### config.mk
export PLATFORM = sky130hd
export DESIGN_NAME = multicycle_control_unit
export DESIGN_NICKNAME = d
export VERILOG_FILES = /design/src/rtl/multicycle_control_unit.sv
export SDC_FILE = /design/constraint.sdc
export NUM_CORES = 1
export LEC_CHECK = 0
export BUFFER_PORTS_ARGS = -buffer_cell sky130_fd_sc_hd__buf_4
export CAP_MARGIN = 20
export CORE_MARGIN = 3
export CORE_UTILIZATION = 40
export CTS_BUF_LIST = sky130_fd_sc_hd__clkbuf_8
export DETAILED_ROUTE_END_ITERATION = 10
export PLACE_DENSITY = 0.77
export SLEW_MARGIN = 0
export SYNTH_ARGS = -nofsm -noshare
export SYNTH_HDL_FRONTEND = slang
export SYNTH_SLANG_ARGS = --single-unit
### constraint.sdc
create_clock -name clk -period 3.57 [get_ports clk]
set_input_delay 0.5355 -clock clk [delete_from_list [all_inputs] [get_ports clk]]
set_output_delay 0.5355 -clock clk [all_outputs]
set_load 0.02 [all_outputs]
### src/rtl/multicycle_control_unit.sv
// Multi-cycle control FSM: sequences FETCH/DECODE/EXEC/MEM/WB and drives datapath enables per state.
// Define CTRL_RETIRE_CNT_EN to build the retired-instruction pulse and counter; otherwise both are tied to 0.
module multicycle_control_unit #(
    parameter int OPCODE_W = 4,
    parameter int CNT_W    = 32
) (
    input  logic                clk,
    input  logic                rst_n,
    input  logic [OPCODE_W-1:0] opcode,
    input  logic                mem_ready,
    output logic                mem_req,
    output logic                mem_we,
    output logic                iord,
    output logic                ir_write,
    output logic                pc_write,
    output logic                branch,
    output logic                jump,
    output logic                link,
    output logic                reg_write,
    output logic                mem_to_reg,
    output logic                alu_src,
    output logic                imm_src,
    output logic [2:0]          alu_op,
    output logic                halt,
    output logic                trap,
    output logic                instr_retired,
    output logic [CNT_W-1:0]    instr_count
);

    localparam logic [2:0] S_IDLE    = 3'd0;
    localparam logic [2:0] S_FETCH   = 3'd1;
    localparam logic [2:0] S_DECODE  = 3'd2;
    localparam logic [2:0] S_EXEC    = 3'd3;
    localparam logic [2:0] S_MEM     = 3'd4;
    localparam logic [2:0] S_WB      = 3'd5;
    localparam logic [2:0] S_HALTED  = 3'd6;
    localparam logic [2:0] S_TRAPPED = 3'd7;

    localparam logic [3:0] OP_HALT  = 4'h0;
    localparam logic [3:0] OP_ADD   = 4'h1;
    localparam logic [3:0] OP_SUB   = 4'h2;
    localparam logic [3:0] OP_ADDI  = 4'h3;
    localparam logic [3:0] OP_SUBI  = 4'h4;
    localparam logic [3:0] OP_LSH   = 4'h5;
    localparam logic [3:0] OP_RSH   = 4'h6;
    localparam logic [3:0] OP_JUMP  = 4'h7;
    localparam logic [3:0] OP_JUMPL = 4'h8;
    localparam logic [3:0] OP_BGE   = 4'h9;
    localparam logic [3:0] OP_BLE   = 4'hA;
    localparam logic [3:0] OP_BNE   = 4'hB;
    localparam logic [3:0] OP_LOAD  = 4'hC;
    localparam logic [3:0] OP_STORE = 4'hD;
    localparam logic [3:0] OP_AND   = 4'hE;
    localparam logic [3:0] OP_OR    = 4'hF;

    localparam logic [2:0] ALU_ADD = 3'd0;
    localparam logic [2:0] ALU_SUB = 3'd1;
    localparam logic [2:0] ALU_AND = 3'd2;
    localparam logic [2:0] ALU_OR  = 3'd3;
    localparam logic [2:0] ALU_LSH = 3'd4;
    localparam logic [2:0] ALU_RSH = 3'd5;
    localparam logic [2:0] ALU_GE  = 3'd6;
    localparam logic [2:0] ALU_LE  = 3'd7;

    logic [2:0] state;
    logic [2:0] next_state;
    logic [3:0] op_q;
    logic       upper_nz;
    logic       op_is_alu;
    logic       op_is_mem;

    // Only the low nibble is ever latched; any set upper bit diverts to TRAPPED at decode.
    generate
        if (OPCODE_W > 4) begin : g_upper
            assign upper_nz = |opcode[OPCODE_W-1:4];
        end else begin : g_no_upper
            assign upper_nz = 1'b0;
        end
    endgenerate

    assign op_is_alu = (op_q inside {OP_ADD, OP_SUB, OP_ADDI, OP_SUBI, OP_LSH, OP_RSH, OP_AND, OP_OR});
    assign op_is_mem = (op_q == OP_LOAD) || (op_q == OP_STORE);

    // NOTE: the reset is in the sensitivity list, so asserting rst_n forces IDLE without waiting for a clock edge.
    always_ff @(posedge clk or negedge rst_n) begin
        if (!rst_n) begin
            // NOTE: non-blocking assignments keep every flop updating from pre-edge values.
            state <= S_IDLE;
            op_q  <= OP_HALT;
        end else begin
            state <= next_state;
            if (state == S_DECODE) begin
                op_q <= opcode[3:0];
            end
        end
    end

    always_comb begin
        // NOTE: default first so no path through the case leaves next_state unassigned (no latch).
        next_state = state;
        unique case (state)
            S_IDLE:   next_state = S_FETCH;
            S_FETCH:  if (mem_ready) next_state = S_DECODE;
            S_DECODE: begin
                if (upper_nz)                   next_state = S_TRAPPED;
                else if (opcode[3:0] == OP_HALT) next_state = S_HALTED;
                else                            next_state = S_EXEC;
            end
            S_EXEC: begin
                if (op_is_alu)      next_state = S_WB;
                else if (op_is_mem) next_state = S_MEM;
                else                next_state = S_FETCH;
            end
            S_MEM: begin
                if (mem_ready) next_state = (op_q == OP_STORE) ? S_FETCH : S_WB;
            end
            S_WB:      next_state = S_FETCH;
            S_HALTED:  next_state = S_HALTED;
            S_TRAPPED: next_state = S_TRAPPED;
            default:   next_state = S_IDLE;
        endcase
    end

    always_comb begin
        mem_req    = 1'b0;
        mem_we     = 1'b0;
        iord       = 1'b0;
        ir_write   = 1'b0;
        pc_write   = 1'b0;
        branch     = 1'b0;
        jump       = 1'b0;
        link       = 1'b0;
        reg_write  = 1'b0;
        mem_to_reg = 1'b0;
        alu_src    = 1'b0;
        imm_src    = 1'b0;
        alu_op     = ALU_ADD;
        halt       = 1'b0;
        trap       = 1'b0;
        case (state)
            S_FETCH: begin
                mem_req  = 1'b1;
                ir_write = mem_ready;
                pc_write = mem_ready;
            end
            S_EXEC: begin
                case (op_q)
                    OP_ADD:  alu_op = ALU_ADD;
                    OP_SUB:  alu_op = ALU_SUB;
                    OP_ADDI: begin alu_op = ALU_ADD; alu_src = 1'b1; imm_src = 1'b1; end
                    OP_SUBI: begin alu_op = ALU_SUB; alu_src = 1'b1; imm_src = 1'b1; end
                    OP_LSH:  alu_op = ALU_LSH;
                    OP_RSH:  alu_op = ALU_RSH;
                    OP_AND:  alu_op = ALU_AND;
                    OP_OR:   alu_op = ALU_OR;
                    OP_BGE:  begin alu_op = ALU_GE; branch = 1'b1; end
                    OP_BLE, OP_BNE: begin alu_op = ALU_LE; branch = 1'b1; end
                    OP_JUMP: begin jump = 1'b1; pc_write = 1'b1; end
                    OP_JUMPL: begin
                        jump      = 1'b1;
                        pc_write  = 1'b1;
                        reg_write = 1'b1;
                        link      = 1'b1;
                    end
                    OP_LOAD, OP_STORE: begin alu_op = ALU_ADD; alu_src = 1'b1; imm_src = 1'b1; end
                    default: ;
                endcase
            end
            S_MEM: begin
                // Address stays ALU-computed for the whole wait, so the ALU controls are held too.
                mem_req = 1'b1;
                iord    = 1'b1;
                alu_src = 1'b1;
                imm_src = 1'b1;
                mem_we  = (op_q == OP_STORE);
            end
            S_WB: begin
                reg_write  = 1'b1;
                mem_to_reg = (op_q == OP_LOAD);
            end
            S_HALTED:  halt = 1'b1;
            S_TRAPPED: trap = 1'b1;
            default: ;
        endcase
    end

`ifdef CTRL_RETIRE_CNT_EN
    logic retire;

    // HALT retires in DECODE, before its opcode reaches op_q, so it is judged from the live field.
    always_comb begin
        retire = 1'b0;
        case (state)
            S_DECODE: retire = !upper_nz && (opcode[3:0] == OP_HALT);
            S_EXEC:   retire = !op_is_alu && !op_is_mem;
            S_MEM:    retire = mem_ready && (op_q == OP_STORE);
            S_WB:     retire = 1'b1;
            default:  retire = 1'b0;
        endcase
    end

    always_ff @(posedge clk or negedge rst_n) begin
        if (!rst_n) begin
            instr_count <= '0;
        end else if (retire) begin
            instr_count <= instr_count + {{(CNT_W-1){1'b0}}, 1'b1};
        end
    end

    assign instr_retired = retire;
`else
    assign instr_retired = 1'b0;
    assign instr_count   = '0;
`endif

endmodule
==> impl_metrics.json <==
{
  "outcome": "finished clean",
  "ir_drop_mv": 0.426,
  "setup_viol": 0,
  "start_kind": "flop",
  "cts_root_buf": "clkbuf_8",
  "setup_tns_ps": 0,
  "finalCoreUtilization_pct": 47.7,
  "drt-total-wl_mm": 1.61,
  "netlist_top_cells_area": "buf_4, dfrtp_1, a21oi_1",
  "num_antenna_cells": 0,
  "rows": 16,
  "crit_required_ps": 3030,
  "num_vias": 678,
  "fmax_mhz": 470,
  "max-clock-path-buffers": 2,
  "start_util_pct": 43.1,
  "drc": 0,
  "crit_path_max_fanout": 7,
  "antenna_found_initial": 0,
  "grt_pass1_wl_mm": 2.36,
  "drv_slew": 0,
  "coreArea_sq_um": 1980,
  "clkTransAtPathRegs_ps": 40,
  "fp.dieH_microns": 52.2,
  "wl_per_cell_microns": 10.4,
  "path_cells": "and2b_4 -> nand2_4 -> a2111oi_4 -> buf_4",
  "fp.dieArea_sq_um": 2720,
  "min_period_ps": 2130,
  "final_common_cell": "conb_1",
  "cts_tree": "built",
  "firstDrtPassIters": 4,
  "yosysTopAreaCellShare_pct": 29.9,
  "fillCellCount": 206,
  "grt_max_degree": 12,
  "first_iter_violations": 14,
  "yosys_warnings": 0,
  "place.gp.congestion": 0.817,
  "htreeDepth": 1,
  "powerDensity_nw_per_um2": 789,
  "io_buffers": 23,
  "cp_slowest_stage_delay_ps": 450,
  "gr-total-overflow": 0,
  "synth_largest_area_cell": "buf_4",
  "drive_gt1_share_pct": 29.7,
  "grt_pass1_vias": 528,
  "yosysUniqueCellTypes": 36,
  "synth_seq_cells": 7,
  "yosysSeqAreaShare_pct": 20.5,
  "criticalPathCategory": "reg -> out",
  "final_nets": 136,
  "ant_nets": 0,
  "hp-class": "in -> async",
  "viasPerCell": 4.37,
  "cap_violations": 0,
  "end_kind": "output port",
  "finalHoldViolations": 0,
  "fin_crit_sh_pct": 59.6,
  "syn_area_sq_um": 853,
  "syn_inst": 106,
  "postCtsSetupBuffers": 0,
  "cts_buffers": 3,
  "cts.sinks": 7,
  "cts_resized": 0,
  "skew_ps": 2.80,
  "place_hpwl_mm": 1.34,
  "critPathArrivalTime_ps": 1590,
  "fp.dieW_microns": 52.2,
  "critical-path-slowest-cell": "dfrtp_1",
  "syn_to_final_growth_pct": 10.9,
  "track_usage_pct": 11.2,
  "total_leakage_power_nw": 0.489,
  "clk_latency_ps": 220,
  "avgSynthCellArea_sq_um": 8.05,
  "final_cell_mix": "conb_1, buf_4, nor2_1, dfrtp_1",
  "power.total_mw": 0.746,
  "rsz0062_at_grt": "no",
  "cts_hold_buf": 0,
  "io_pins": 57
}
## state kept, by name (all words and copies together) (netlist names)
register and count:
op_q 4, state 3
## kinds of logic (layout without fill, tap and decap cells)
logic type	count (synthesis)	in the layout	share of synthesized area, %
DFF	7	7	20.5
and+or+nand+nor	34	34	25.1
muxes	2	2	2.64
buffers and inverters	41	31	34.5
other	1	33	0.439
AOI/OAI and AO/OA	21	21	16.9
## Yosys cell counts (all sizes together)
cell	count
o22a	1
mux2	2
clkbuf	1
nand3	2
a2111oi	1
a31oi	1
a21o	1
dfrtp	7
nor2	7
nor3	4
nand2b	4
inv	4
conb	1
buf	36
a21oi	6
and2b	1
and3b	1
nor4	2
o21ai	7
and4	1
nor2b	2
a32oi	1
or2	1
o211ai	1
nand2	7
o22ai	2
and3	2
## final cells by class
cell class	instances	area, sq um	share of cell area (%)
timing repair buffer	23	173	18.3
clock buffer	3	41.3	4.37
multi-input combinational	90	504	53.3
tap	27	33.8	3.57
sequential	7	175	18.5
inverter	4	15.0	1.59
clock inverter	1	3.75	0.397
## stage by stage
stage / instances / setup slack [ps] / area, sq um / hold WS, ps
2_1_floorplan: 138 / 1590 / 973 / 240
3_3_place_gp: 151 / 1710 / 901 / 350
3_5_place_dp: 151 / 1670 / 901 / 350
4_1_cts: 155 / 1440 / 946 / 114
5_1_grt: 155 / 1330 / 946 / 113
6_report: 155 / 1440 / 946 / 114
## worst max-delay path: cells and delay by family, from the launching register on
family | cells | cell delay (ps)
simple gates | 2 | 410
compound gates | 1 | 320
flops | 1 | 450
buf+inv | 1 | 190
## power breakdown
group | leakage [nW] | switching (mW) | internal [mW] | total [mW]
registers | 0.0852 | 0.0941 | 0.117 | 0.211
logic | 0.377 | 0.255 | 0.175 | 0.430
clock network | 0.0269 | 0.0310 | 0.0740 | 0.105
total | 0.489 | 0.380 | 0.366 | 0.746
## routing by layer
metal	vias to the layer above	wire [microns]	global-route usage (%)
li1	338	-	-
met1	303	701	16.3
met2	37	729	16.3
met3	0	183	2.28
met4	0	0	3.83
met5	-	0	0
## final timing paths
path | startpoint | to | slack [ps] | cells past startpoint
worst max-delay path | state[2] | alu_op[2] | 1440 | 4
worst min-delay path | rst_n | op_q[3] | 110 | 1
worst max register to register | state[1] | op_q[0] | 2030 | 3
worst min register to register | op_q[1] | op_q[1] | 680 | 1
max in group asynchronous | rst_n | state[0] | 3340 | 1
min in group clk | opcode[3] | op_q[3] | 530 | 3
No activity file was read; power rests on OpenSTA's default activity.
